--- src/rtl/execute_stage.sv ---
// Execute stage: single-cycle ALU plus iterative shift-add multiplier, NZCV flags,
// and the registered EX/MEM slot feeding the memory stage.
module execute_stage #(
  parameter int WIDTH      = 32,
  parameter int MUL_CYCLES = 32
) (
  input  logic             clk,
  input  logic             rst,
  input  logic             valid_in,
  input  logic             flush,
  input  logic [2:0]       ALUControl,
  input  logic             SetFlags,
  input  logic [WIDTH-1:0] SrcA,
  input  logic [WIDTH-1:0] SrcB,
  input  logic [WIDTH-1:0] WriteDataIn,
  input  logic [3:0]       RdIn,
  input  logic             MEMWriteIn,
  input  logic             RegWriteIn,
  input  logic             MemToRegIn,
  output logic             stall,
  output logic             valid_out,
  output logic [WIDTH-1:0] ALUresult,
  output logic [WIDTH-1:0] WriteData,
  output logic [3:0]       RdOut,
  output logic             MEMWrite,
  output logic             RegWrite,
  output logic             MemToReg,
  output logic [3:0]       Flags
);

  // state    | meaning
  // IDLE     | accepting one instruction per cycle
  // MUL_BUSY | multiplier iterating; upstream frozen until the final iteration
  typedef enum logic {IDLE, MUL_BUSY} state_t;

  localparam int CW = $clog2(MUL_CYCLES);
  localparam logic [CW-1:0] LAST = CW'(MUL_CYCLES - 1);
  localparam logic [2:0] OP_ADD = 3'b000, OP_SUB = 3'b001, OP_AND = 3'b010,
                         OP_ORR = 3'b011, OP_EOR = 3'b100, OP_MOV = 3'b101,
                         OP_MUL = 3'b110;

  state_t           state, state_nxt;
  logic [CW-1:0]    count, count_nxt;
  logic [WIDTH-1:0] acc, acc_nxt;
  logic [WIDTH-1:0] mcand, mcand_nxt;
  logic [WIDTH-1:0] mplier, mplier_nxt;
  logic [WIDTH-1:0] cap_wd, cap_wd_nxt;
  logic [3:0]       cap_rd, cap_rd_nxt;
  logic             cap_mw, cap_mw_nxt;
  logic             cap_rw, cap_rw_nxt;
  logic             cap_mtr, cap_mtr_nxt;
  logic             cap_sf, cap_sf_nxt;

  logic             vo_nxt, mw_nxt, rw_nxt, mtr_nxt;
  logic [WIDTH-1:0] res_nxt, wd_nxt;
  logic [3:0]       rd_nxt, flags_nxt;

  logic [WIDTH:0]   sum_add, sum_sub;
  logic [WIDTH-1:0] alu_res, product;
  logic             alu_cv, alu_nz, alu_c, alu_v;
  logic             op_mul;

  assign op_mul  = (ALUControl == OP_MUL);
  assign sum_add = {1'b0, SrcA} + {1'b0, SrcB};
  assign sum_sub = {1'b0, SrcA} + {1'b0, ~SrcB} + (WIDTH+1)'(1);
  assign product = acc + (mplier[0] ? mcand : '0);

  always_comb begin
    alu_res = '0;
    alu_cv  = 1'b0;
    alu_nz  = 1'b1;
    alu_c   = 1'b0;
    alu_v   = 1'b0;
    case (ALUControl)
      OP_ADD: begin
        alu_res = sum_add[WIDTH-1:0];
        alu_cv  = 1'b1;
        alu_c   = sum_add[WIDTH];
        alu_v   = (SrcA[WIDTH-1] == SrcB[WIDTH-1]) && (alu_res[WIDTH-1] != SrcA[WIDTH-1]);
      end
      OP_SUB: begin
        alu_res = sum_sub[WIDTH-1:0];
        alu_cv  = 1'b1;
        alu_c   = sum_sub[WIDTH];
        alu_v   = (SrcA[WIDTH-1] != SrcB[WIDTH-1]) && (alu_res[WIDTH-1] != SrcA[WIDTH-1]);
      end
      OP_AND:  alu_res = SrcA & SrcB;
      OP_ORR:  alu_res = SrcA | SrcB;
      OP_EOR:  alu_res = SrcA ^ SrcB;
      OP_MOV:  alu_res = SrcB;
      default: alu_nz  = 1'b0;  // reserved op leaves flags alone
    endcase
  end

  always_comb begin
    state_nxt   = state;
    count_nxt   = count;
    acc_nxt     = acc;
    mcand_nxt   = mcand;
    mplier_nxt  = mplier;
    cap_wd_nxt  = cap_wd;
    cap_rd_nxt  = cap_rd;
    cap_mw_nxt  = cap_mw;
    cap_rw_nxt  = cap_rw;
    cap_mtr_nxt = cap_mtr;
    cap_sf_nxt  = cap_sf;
    vo_nxt      = 1'b0;
    res_nxt     = '0;
    wd_nxt      = '0;
    rd_nxt      = '0;
    mw_nxt      = 1'b0;
    rw_nxt      = 1'b0;
    mtr_nxt     = 1'b0;
    flags_nxt   = Flags;
    stall       = 1'b0;

    if (flush) begin
      state_nxt = IDLE;
      count_nxt = '0;
    end else begin
      case (state)
        IDLE: begin
          if (valid_in && op_mul) begin
            stall       = !rst;
            mcand_nxt   = SrcA;
            mplier_nxt  = SrcB;
            acc_nxt     = '0;
            count_nxt   = '0;
            cap_wd_nxt  = WriteDataIn;
            cap_rd_nxt  = RdIn;
            cap_mw_nxt  = MEMWriteIn;
            cap_rw_nxt  = RegWriteIn;
            cap_mtr_nxt = MemToRegIn;
            cap_sf_nxt  = SetFlags;
            state_nxt   = MUL_BUSY;
          end else if (valid_in) begin
            vo_nxt  = 1'b1;
            res_nxt = alu_res;
            wd_nxt  = WriteDataIn;
            rd_nxt  = RdIn;
            mw_nxt  = MEMWriteIn;
            rw_nxt  = RegWriteIn;
            mtr_nxt = MemToRegIn;
            if (SetFlags && alu_nz) begin
              flags_nxt[3:2] = {alu_res[WIDTH-1], alu_res == '0};
              if (alu_cv) flags_nxt[1:0] = {alu_c, alu_v};
            end
          end
        end
        MUL_BUSY: begin
          stall      = (count != LAST) && !rst;
          acc_nxt    = product;
          mcand_nxt  = mcand << 1;
          mplier_nxt = mplier >> 1;
          count_nxt  = count + CW'(1);
          if (count == LAST) begin
            vo_nxt    = 1'b1;
            res_nxt   = product;
            wd_nxt    = cap_wd;
            rd_nxt    = cap_rd;
            mw_nxt    = cap_mw;
            rw_nxt    = cap_rw;
            mtr_nxt   = cap_mtr;
            count_nxt = '0;
            state_nxt = IDLE;
            if (cap_sf) flags_nxt[3:2] = {product[WIDTH-1], product == '0};
          end
        end
        default: state_nxt = IDLE;
      endcase
    end
  end

  always_ff @(posedge clk) begin
    if (rst) begin
      state     <= IDLE;
      count     <= '0;
      acc       <= '0;
      mcand     <= '0;
      mplier    <= '0;
      cap_wd    <= '0;
      cap_rd    <= '0;
      cap_mw    <= 1'b0;
      cap_rw    <= 1'b0;
      cap_mtr   <= 1'b0;
      cap_sf    <= 1'b0;
      valid_out <= 1'b0;
      ALUresult <= '0;
      WriteData <= '0;
      RdOut     <= '0;
      MEMWrite  <= 1'b0;
      RegWrite  <= 1'b0;
      MemToReg  <= 1'b0;
      Flags     <= '0;
    end else begin
      state     <= state_nxt;
      count     <= count_nxt;
      acc       <= acc_nxt;
      mcand     <= mcand_nxt;
      mplier    <= mplier_nxt;
      cap_wd    <= cap_wd_nxt;
      cap_rd    <= cap_rd_nxt;
      cap_mw    <= cap_mw_nxt;
      cap_rw    <= cap_rw_nxt;
      cap_mtr   <= cap_mtr_nxt;
      cap_sf    <= cap_sf_nxt;
      valid_out <= vo_nxt;
      ALUresult <= res_nxt;
      WriteData <= wd_nxt;
      RdOut     <= rd_nxt;
      MEMWrite  <= mw_nxt;
      RegWrite  <= rw_nxt;
      MemToReg  <= mtr_nxt;
      Flags     <= flags_nxt;
    end
  end

endmodule

--- config.mk ---
export PLATFORM = sky130hd
export DESIGN_NAME = execute_stage
export DESIGN_NICKNAME = d
export VERILOG_FILES = /design/src/rtl/execute_stage.sv
export SDC_FILE = /design/constraint.sdc
export NUM_CORES = 1
export LEC_CHECK = 0
export ABC_AREA = 1
export CORE_ASPECT_RATIO = 1.5
export CORE_UTILIZATION = 56
export CTS_BUF_LIST = sky130_fd_sc_hd__clkbuf_8
export CTS_CLUSTER_SIZE = 30
export DETAILED_ROUTE_END_ITERATION = 10
export PLACE_DENSITY_LB_ADDON = 0.08
export SETUP_SLACK_MARGIN = 0.5
export SLEW_MARGIN = 20
export SYNTH_ARGS = -nofsm -noshare
export SYNTH_HDL_FRONTEND = slang
export SYNTH_SLANG_ARGS = --single-unit
--- constraint.sdc ---
create_clock -name clk -period 4.1 [get_ports clk]
set_clock_uncertainty 0.15 [all_clocks]
set_input_delay 0.41 -clock clk [delete_from_list [all_inputs] [get_ports clk]]
set_output_delay 0.41 -clock clk [all_outputs]
set_load 0.02 [all_outputs]
* After elaboration in Yosys (flattened, before gate mapping)
Index checks and enable logic that the tools add are counted.
Word-level totals: output and inout port bits 77, input port bits 111, register bits 218
Cells by class: reduce and logical (&&, ||, !) cells 16, add/sub/neg operators 5, eq/ne operators 18, bitwise gates (word level) 7, multiplexer cells 56
Operators with widths (count):
- $mux W32 | 10
- $pmux W32 S2 | 5
- $pmux W32 S6 | 1
- $add A32 B32 Y33 | 2
- $logic_not A32 Y1 | 2
- $add A33 B1 Y33 const B | 1
- $add A32 B32 Y32 | 1
- $and A32 B32 Y32 | 1
- $not A32 Y32 | 1
- $or A32 B32 Y32 | 1
- $xor A32 B32 Y32 | 1
- $mux W4 | 6
- $mux W1 | 18
- $pmux W1 S2 | 8
- $reduce_and A6 Y1 | 2
- $mux W5 | 2
- $pmux W5 S2 | 1
- $eq A3 B3 Y1 const B | 3
- $ne A2 B2 Y1 const B | 4
- $pmux W4 S2 | 1
- $eq A3 B2 Y1 const B | 2
- $mux W2 | 3
- $reduce_or A6 Y1 | 1
- $add A5 B1 Y5 const B | 1
- 14 further kinds | 24

* Logic depth before layout (Yosys ltp)
Gate-level depths: netlist of run 1.
depth after elaboration 11, gate-level depth with buffers 24

* Least setup slack after synthesis of run 1
OpenSTA, ideal clock, no wires.
path type reg-to-reg, start point register mplier[0], end point register Flags[2], arrival 2.588 ns, stages on the path, launching flop included 22, clock period less this slack 2.847 ns, setup time 0.109 ns, data required time 3.841 ns, path buffers 2, setup slack 1.253 ns, cell sequence dfxtp_1 -> clkbuf_1 -> clkbuf_1 -> nand2_1 -> inv_1 -> ha_1 -> fa_1 -> nand3_1 -> nand3_1 -> nand3_1 -> nand2_1 -> nand2_1 -> nand2_1 -> nand2_1 -> nand2_1 -> a21oi_1 -> xnor2_1 -> nor2_1 -> nand3_1 -> nand3_1 -> nand2_1 -> inv_1
On the way: cells in the longest elaborated chain, start to end 6
Ends and longest elaborated chain:
- start, declared | RTL line 46 | logic [WIDTH-1:0] mplier, mplier_nxt;
- start signal, assigned | RTL line 200 | mplier <= mplier_nxt;
- $mux W32 | RTL line 66 | assign product = acc + (mplier[0] ? mcand : '0);
- $add A32 B32 Y32 | RTL line 66
- $logic_not A32 Y1 | RTL line 166 | if (cap_sf) flags_nxt[3:2] = {product[WIDTH-1], product == '0};
- $mux W2 | RTL line 166
- $mux W2 | RTL line 156 | if (count == LAST) begin
- $pmux W2 S2 | RTL line 121 | case (state)
- end signal, assigned | RTL line 214 | Flags <= flags_nxt;
- end, declared | RTL line 28 | output logic [3:0] Flags
Every way passes these cells. The select of a mux whose other input is x is not followed. A chain may end at the register's enable or synchronous reset.

* Worst setup path after layout of run 1
Same ends and word-level chain as after synthesis.

==> results of run 1 <==
cell families (layout without fill, tap and decap cells):
kind of cell / count (synthesis) / after routing / share of synthesized area
adder cells (fa/ha/maj): 141 / 141 / 0.103
flip-flops: 218 / 218 / 0.251
XOR/XNOR: 14 / 14 / 0.00706
buffers and inverters: 558 / 749 / 0.128
AO/OA/AOI/OAI: 491 / 491 / 0.157
AND/OR/NAND/NOR: 1509 / 1509 / 0.353
other: 0 / 7 / 0
sequential cells by signal, indices dropped and copies added (netlist names):
signal     cells
ALUresult     32
WriteData     32
acc           32
cap_wd        32
mcand         32
mplier        32
count          5
Flags          4
RdOut          4
cap_rd         4
MEMWrite       1
MemToReg       1
RegWrite       1
cap_mtr        1
cap_mw         1
cap_rw         1
cap_sf         1
state          1
valid_out      1
per-layer routing:
metal,up-vias,share of wire,GRT usage
met2,1340,0.46,0.792
met4,4,0.11,0.445
met3,468,0.090,0.0935
li1,9648,-,-
met5,-,0.00031,0
met1,9496,0.34,0.469
final cells by class:
type	count	area (µm²)	area share
multi-input cells	2155	10800	0.527
well taps	400	500	0.0244
inverters	429	1610	0.0784
repair buffers	253	2420	0.118
clock inverters	21	173	0.00840
flip-flops and latches	218	4370	0.212
clock buffers	46	633	0.0308
diodes	7	17.5	0.000852
critical path: stages, from the launching register on:
cell,delay [ns]
dfxtp_2,0.46
buf_4,0.24
buf_4,0.20
nand2_1,0.07
inv_1,0.17
ha_1,0.29
nand2_1,0.16
nor2_1,0.23
nand2_1,0.11
nor2_1,0.11
nand2_1,0.10
nand3_1,0.10
nand2_1,0.17
nor2_1,0.23
nand3_1,0.11
nor2_1,0.24
nand3_1,0.15
nand3_1,0.11
nand2_1,0.05
inv_1,0.05
cell usage in the layout (no fill, tap or decap), types with 4 or more instances in the layout:
cell type,n
a21oi_1,196
a21oi_2,7
a221oi_1,14
a31oi_1,62
buf_12,4
buf_4,62
clkbuf_8,46
clkdlybuf4s50_1,186
clkinv_2,6
dfxtp_1,216
diode_2,7
ha_1,137
inv_1,419
inv_2,15
nand2_1,967
nand3_1,192
nand3_2,4
nand3b_1,4
nand4_1,27
nor2_1,267
nor2_2,10
nor3_1,16
nor3_2,4
o211ai_1,5
o21ai_0,155
o21bai_1,8
o221ai_1,6
o22ai_1,24
xor2_1,13
power breakdown:
group	leakage [nW]	internal, W	switching [W]
sequential	1.77	0.00217	0.0000294
clock	0.434	0.00116	0.00100
combinational	7.96	0.000493	0.00101
synthesized netlist by cell type (all sizes together), types with 3 or more instances:
master  count  area share
a21oi     203       0.059
a221oi     15      0.0079
a31oi      62       0.022
and3        3      0.0011
buf        53       0.019
clkbuf     76       0.016
clkinv      3     0.00065
dfxtp     218        0.25
fa          3      0.0035
ha        138       0.099
inv       426       0.092
nand2     971        0.21
nand3     196       0.057
nand3b      5      0.0029
nand4      27      0.0097
nor2      280       0.062
nor3       20      0.0069
o211ai      5      0.0022
o21a        3      0.0013
o21ai     156       0.045
o21bai      8      0.0035
o221ai      6      0.0030
o22ai      24      0.0086
or2         3      0.0011
xor2       13      0.0066
repair_timing:
item                       CTS  global route
hold buffers                 0             0
gates cloned                 0             0
setup endpoints to repair    1            10
buffers inserted             0             0
gates resized for setup      1            12
worst max-delay path by stage:
stage | startpoint | endpoint | slack, ns | cells past startpoint
after floorplan | mplier[0] | Flags[2] | 1.25 | 21
after detailed placement | SrcB[0] | Flags[2] | -0.21 | 21
after global placement | SrcB[0] | Flags[2] | -0.27 | 21
after global routing | mplier[0] | Flags[2] | 0.43 | 19
final | mplier[0] | Flags[2] | 0.56 | 19
after CTS | SrcB[0] | Flags[2] | 0.54 | 21
through the flow:
stage	worst slack [ns]	total power, W	instance area (µm²)	util
after floorplan	1.25	0.00307	17400	-
after CTS	0.540	0.00581	20500	0.675
final	0.556	0.00586	20500	0.677
after detailed placement	-0.211	0.00367	19700	0.648
after global placement	-0.270	0.00365	19700	0.648
after global routing	0.427	0.00606	20500	0.677
==> impl_metrics.py, run 1 <==
metrics = {
    "synthesis": {
        "ys.flop_type": "dfxtp_1",
        "synth_nets": 3183,
        "synthArstFlopShare": 0,
        "ys_warn_count": 0,
        "synth_cell_types": 52,
        "ys_seq_area_frac": 0.251,
        "syn_area_um2": 17400,
        "synth-edff-count": 0,
        "syn-instance-count": 2931,
        "avgSynthCellArea_um2": 5.92,
        "synth-seq-cells": 218,
    },
    "placement": {
        "dp_hpwl_mm": 56.0,
        "place.gp.congestion": 1.10,
        "io_buffer_count": 187,
        "dp_cells": 3455,
    },
    "final_layout": {
        "layout-drive-gt1-share": 0.0580,
        "area.growth.synth_to_final_pct": 18.3,
        "fin_cells": 3529,
        "fillCellCount": 2708,
        "nNetsFinal": 3346,
    },
    "cts": {
        "cts_max_level": 2,
        "clock-sinks": 218,
        "cts_buffer_depth": 3,
        "cts-root-buf": "clkbuf_8",
        "cts_buffers": 37,
        "insertion_delay_ns": 0.59,
        "clkSlewWorstSetupHoldPaths_ns": 0.07,
        "cts_tree": "yes",
    },
    "timing": {
        "tightest_slew_ns": 0.934,
        "rsz0062_at_grt": "true",
        "fmax_ghz": 0.282,
        "setup_viol": 0,
        "period_share": 0.864,
        "finalCriticalPeriod_ns": 3.54,
        "drv_slew": 0,
        "hold_viol": 0,
        "setup-tns-final_ns": 0,
        "hold_ws_ns": 0.289,
        "max_slew_margin": 0.377,
    },
    "job": {
        "drv_cap": 0,
    },
    "setup_path": {
        "r2r_slack_ns": 0.56,
        "path_class": "reg -> reg",
        "worstPathMaxFanout": 13,
        "crit_path_start_kind": "register",
        "r2r-start": "mplier[0]",
        "r2r_end": "Flags[2]",
        "cp.required_ns": 4.49,
        "end_kind": "register",
        "r2r_cells": 19,
        "crit_arrival_ns": 3.93,
    },
    "power_and_ir_drop": {
        "ir_worst_vdd_v": 0.000291,
        "cellPowerDensity_nw_per_um2": 285,
        "p_leak_nw": 10.2,
    },
    "route": {
        "dr.pass1.iters": 11,
        "drt-total-wl_mm": 74.2,
        "wire_per_inst_um": 21.0,
        "vias": 21000,
        "drcViolationCount": 0,
        "via_per_inst": 5.94,
        "ant_nets": 0,
        "drt_iter0_drc": 1937,
    },
    "run_status": {
        "status": "finished, final reports clean",
    },
    "grt": {
        "overflow": 0,
        "grt_pass1_vias": 20300,
        "grt_pass1_wl_mm": 112,
        "track_usage": 0.463,
        "grt_antenna_before_repair": 7,
        "grt_max_degree": 126,
    },
    "floorplan": {
        "placementRows": 78,
        "die_x_um": 146,
        "die_h_um": 218,
        "die_area_um2": 31700,
        "io_pins": 188,
        "start_util": 0.572,
        "core_um2": 30400,
    },
    "worst_hold_path": {
        "hold_path.class": "in -> reg",
        "min_to": "RdOut[1]",
        "worstHoldPathCells": 3,
        "hp-start": "RdIn[1]",
    },
}
(Power assumes the default switching activity.)
==> run 2, diff against run 1 <==
GPL_ROUTABILITY_DRIVEN = 0   (was default)
SLEW_MARGIN = default   (was 20)
==> run 2 against run 1 <==
Effect of this change:
- core utilization decreased by 0.77 points
- register-to-register slack improved by 0.15 ns
- routed wire length decreased by 7.0%
- highest routed layer unchanged
- critical endpoint unchanged
- cell area decreased by 1.1%
==> impl_metrics.py, run 2 (same netlist as run 1, synthesis figures left out) <==
metrics = {
    "run_status": {
        "status": "finished, final reports clean",
    },
    "floorplan": {
        "core_um2": 30400,
        "io_pins": 188,
        "placementRows": 78,
        "die_h_um": 218,
        "die_area_um2": 31700,
        "start_util": 0.572,
        "die_x_um": 146,
    },
    "power_and_ir_drop": {
        "pwr-share-clk": 0.378,
        "p_sw_w": 0.00199,
        "swShare": 0.339,
        "p_int_w": 0.00388,
        "p_leak_nw": 10.0,
        "pwr-share-seq": 0.374,
        "ir_worst_vdd_v": 0.000244,
        "cellPowerDensity_nw_per_um2": 289,
        "combPwrFrac": 0.248,
    },
    "setup_path": {
        "r2r_end": "Flags[2]",
        "crit_cells": 23,
        "cp-startpoint": "SrcB[0]",
        "path_class": "in -> reg",
        "cp_cell_sequence": "clkdlybuf4s50_1, ha_2, inv_1, fa_1, inv_1, nand3_1, nand2_1, nand2_1, nand2_1, nand2_1, nand2_1, nand2_1, nand3_1, nand3_1, nor2_1, nand2_1, nor2_1, nand2_1, nor2_1, nand2_1, nand3_1, nand2_1, inv_1",
        "worst_path_dominant_cell_family": "simple AND/OR/NAND/NOR gates",
        "r2r_cells": 20,
        "r2r-start": "mplier[0]",
        "end_kind": "register",
        "crit_arrival_ns": 3.88,
        "worst-path-buf-inv": 4,
        "crit_top_cell": "nand2_1",
        "cp.required_ns": 4.51,
        "crit_path_start_kind": "input pin",
        "r2r_slack_ns": 0.71,
        "worstPathMaxFanout": 4,
        "cp_slowest_cell": "clkdlybuf4s50_1",
        "crit_path_end": "Flags[2]",
        "cp_slowest_stage_delay_ns": 0.58,
    },
    "cts": {
        "insertion_delay_ns": 0.61,
        "cts_max_level": 2,
        "clock-sinks": 218,
        "cts_tree": "yes",
        "ctsHoldBuffers": 0,
        "clkSlewWorstSetupHoldPaths_ns": 0.06,
        "cts_buffers": 37,
        "cts-root-buf": "clkbuf_8",
        "cts_buffer_depth": 3,
    },
    "timing": {
        "setup-tns-final_ns": 0,
        "drv_slew": 0,
        "period_share": 0.846,
        "tightest_slew_ns": 1.03,
        "fmax_ghz": 0.288,
        "rsz0062_at_grt": "false",
        "hold_ws_ns": 0.166,
        "finalCriticalPeriod_ns": 3.47,
        "setup_viol": 0,
        "hold_viol": 0,
        "max_slew_margin": 0.313,
    },
    "final_layout": {
        "multiInputGateArea_um2": 10800,
        "fillCellCount": 2946,
        "nNetsFinal": 3315,
        "final_common_cell": "nand2_1",
        "ff_latch_area_um2": 4370,
        "area.growth.synth_to_final_pct": 17.0,
        "layout-drive-gt1-share": 0.0479,
        "final_cell_mix": "nand2_1, inv_1, nor2_1, dfxtp_1, a21oi_1",
        "fin_area_um2": 20300,
    },
    "route": {
        "drt_iter0_drc": 2317,
        "drcViolationCount": 0,
        "wire_per_inst_um": 19.7,
        "vias": 20700,
        "drt-total-wl_mm": 69.1,
        "dr.pass1.iters": 9,
        "ant_nets": 0,
        "via_per_inst": 5.92,
    },
    "placement": {
        "io_buffer_count": 187,
        "dp_hpwl_mm": 50.9,
        "postPlaceCellArea_um2": 19400,
    },
    "job": {
        "drv_cap": 0,
    },
    "grt": {
        "grt_antenna_before_repair": 8,
        "grt_max_degree": 87,
        "track_usage": 0.432,
        "overflow": 0,
        "grt_pass1_vias": 19500,
        "grt_pass1_wl_mm": 105,
    },
    "worst_hold_path": {
        "hold_path.class": "in -> reg",
    },
}
run 2: changes by cell type in the layout (fill, tap and decap cells not counted), moves of 2 or more:
cell             delta
clkinv_2            -2
a21oi_1             +2
dlymetal6s2s_1      +2
clkinv_4            -2
clkdlybuf4s50_1     -2
nand3_2             -2
clkbuf_8            +5
nand3_1             +2
buf_4              -30
a21oi_2             -2
ha_2                +2
run 2: how the worst min path moves through the flow:
stage | from | endpoint | cells after the start
after CTS | WriteDataIn[29] | WriteData[29] | 3
after floorplan | count[3] | count[3] | 2
after global routing | SrcB[2] | mplier[2] | 3
final | SrcB[2] | mplier[2] | 3
after global placement | cap_wd[7] | WriteData[7] | 2
after detailed placement | cap_mw | MEMWrite | 2
run 2: worst register-to-register path: stages (launching register included):
cell	delay, ns
dfxtp_4	0.43
buf_4	0.21
buf_4	0.20
nand2_1	0.07
inv_1	0.11
ha_1	0.30
a21oi_1	0.22
o21ai_0	0.16
a21oi_1	0.27
nor2_1	0.08
nor2_1	0.14
nand2_1	0.07
nand2_1	0.05
nand2_1	0.14
nor2_1	0.13
nand2_1	0.06
nor2_1	0.24
nand3_1	0.14
nand3_1	0.11
nand2_1	0.05
inv_1	0.05
run 2: power by group through the flow:
stage	sequential [W]	combinational, W	clock, W
final	0.00220	0.00146	0.00222
after detailed placement	0.00224	0.00136	0
after floorplan	0.00226	0.000815	0
after CTS	0.00219	0.00136	0.00223
after global placement	0.00224	0.00134	0
after global routing	0.00220	0.00155	0.00232
run 2: through the flow:
step / std cells / power [W] / util / setup WS, ns
after floorplan: 2931 / 0.00307 / - / 1.25
after global placement: 3424 / 0.00358 / 0.640 / 0.236
after detailed placement: 3424 / 0.00360 / 0.640 / 0.159
after CTS: 3490 / 0.00578 / 0.668 / 0.637
after global routing: 3496 / 0.00607 / 0.669 / 0.510
final: 3497 / 0.00587 / 0.669 / 0.631
run 2: area by class of cell:
type | instances | area share
Clock inverter | 15 | 0.00659
Clock buffer | 51 | 0.0346
Sequential cell | 218 | 0.215
Timing Repair Buffer | 222 | 0.107
Antenna cell | 7 | 0.000862
Multi-Input combinational cell | 2155 | 0.532
Tap cell | 400 | 0.0246
Inverter | 429 | 0.0793
run 2: repair_timing:
action / 4_1_cts / 5_1_grt
hold endpoints to repair: 0 / 0
buffers inserted: 0 / 0
endpoints found under the setup margin: 0 / 8
gates resized for setup: 0 / 13
run 2: per-layer routing:
| metal | vias up | GRT usage | wire length (µm) |
|---|---|---|---|
| li1 | 9582 | - | - |
| met1 | 9347 | 0.460 | 23800 |
| met2 | 1293 | 0.709 | 31500 |
| met3 | 475 | 0.106 | 6600 |
| met4 | 2 | 0.394 | 7220 |
| met5 | - | 0 | 11 |
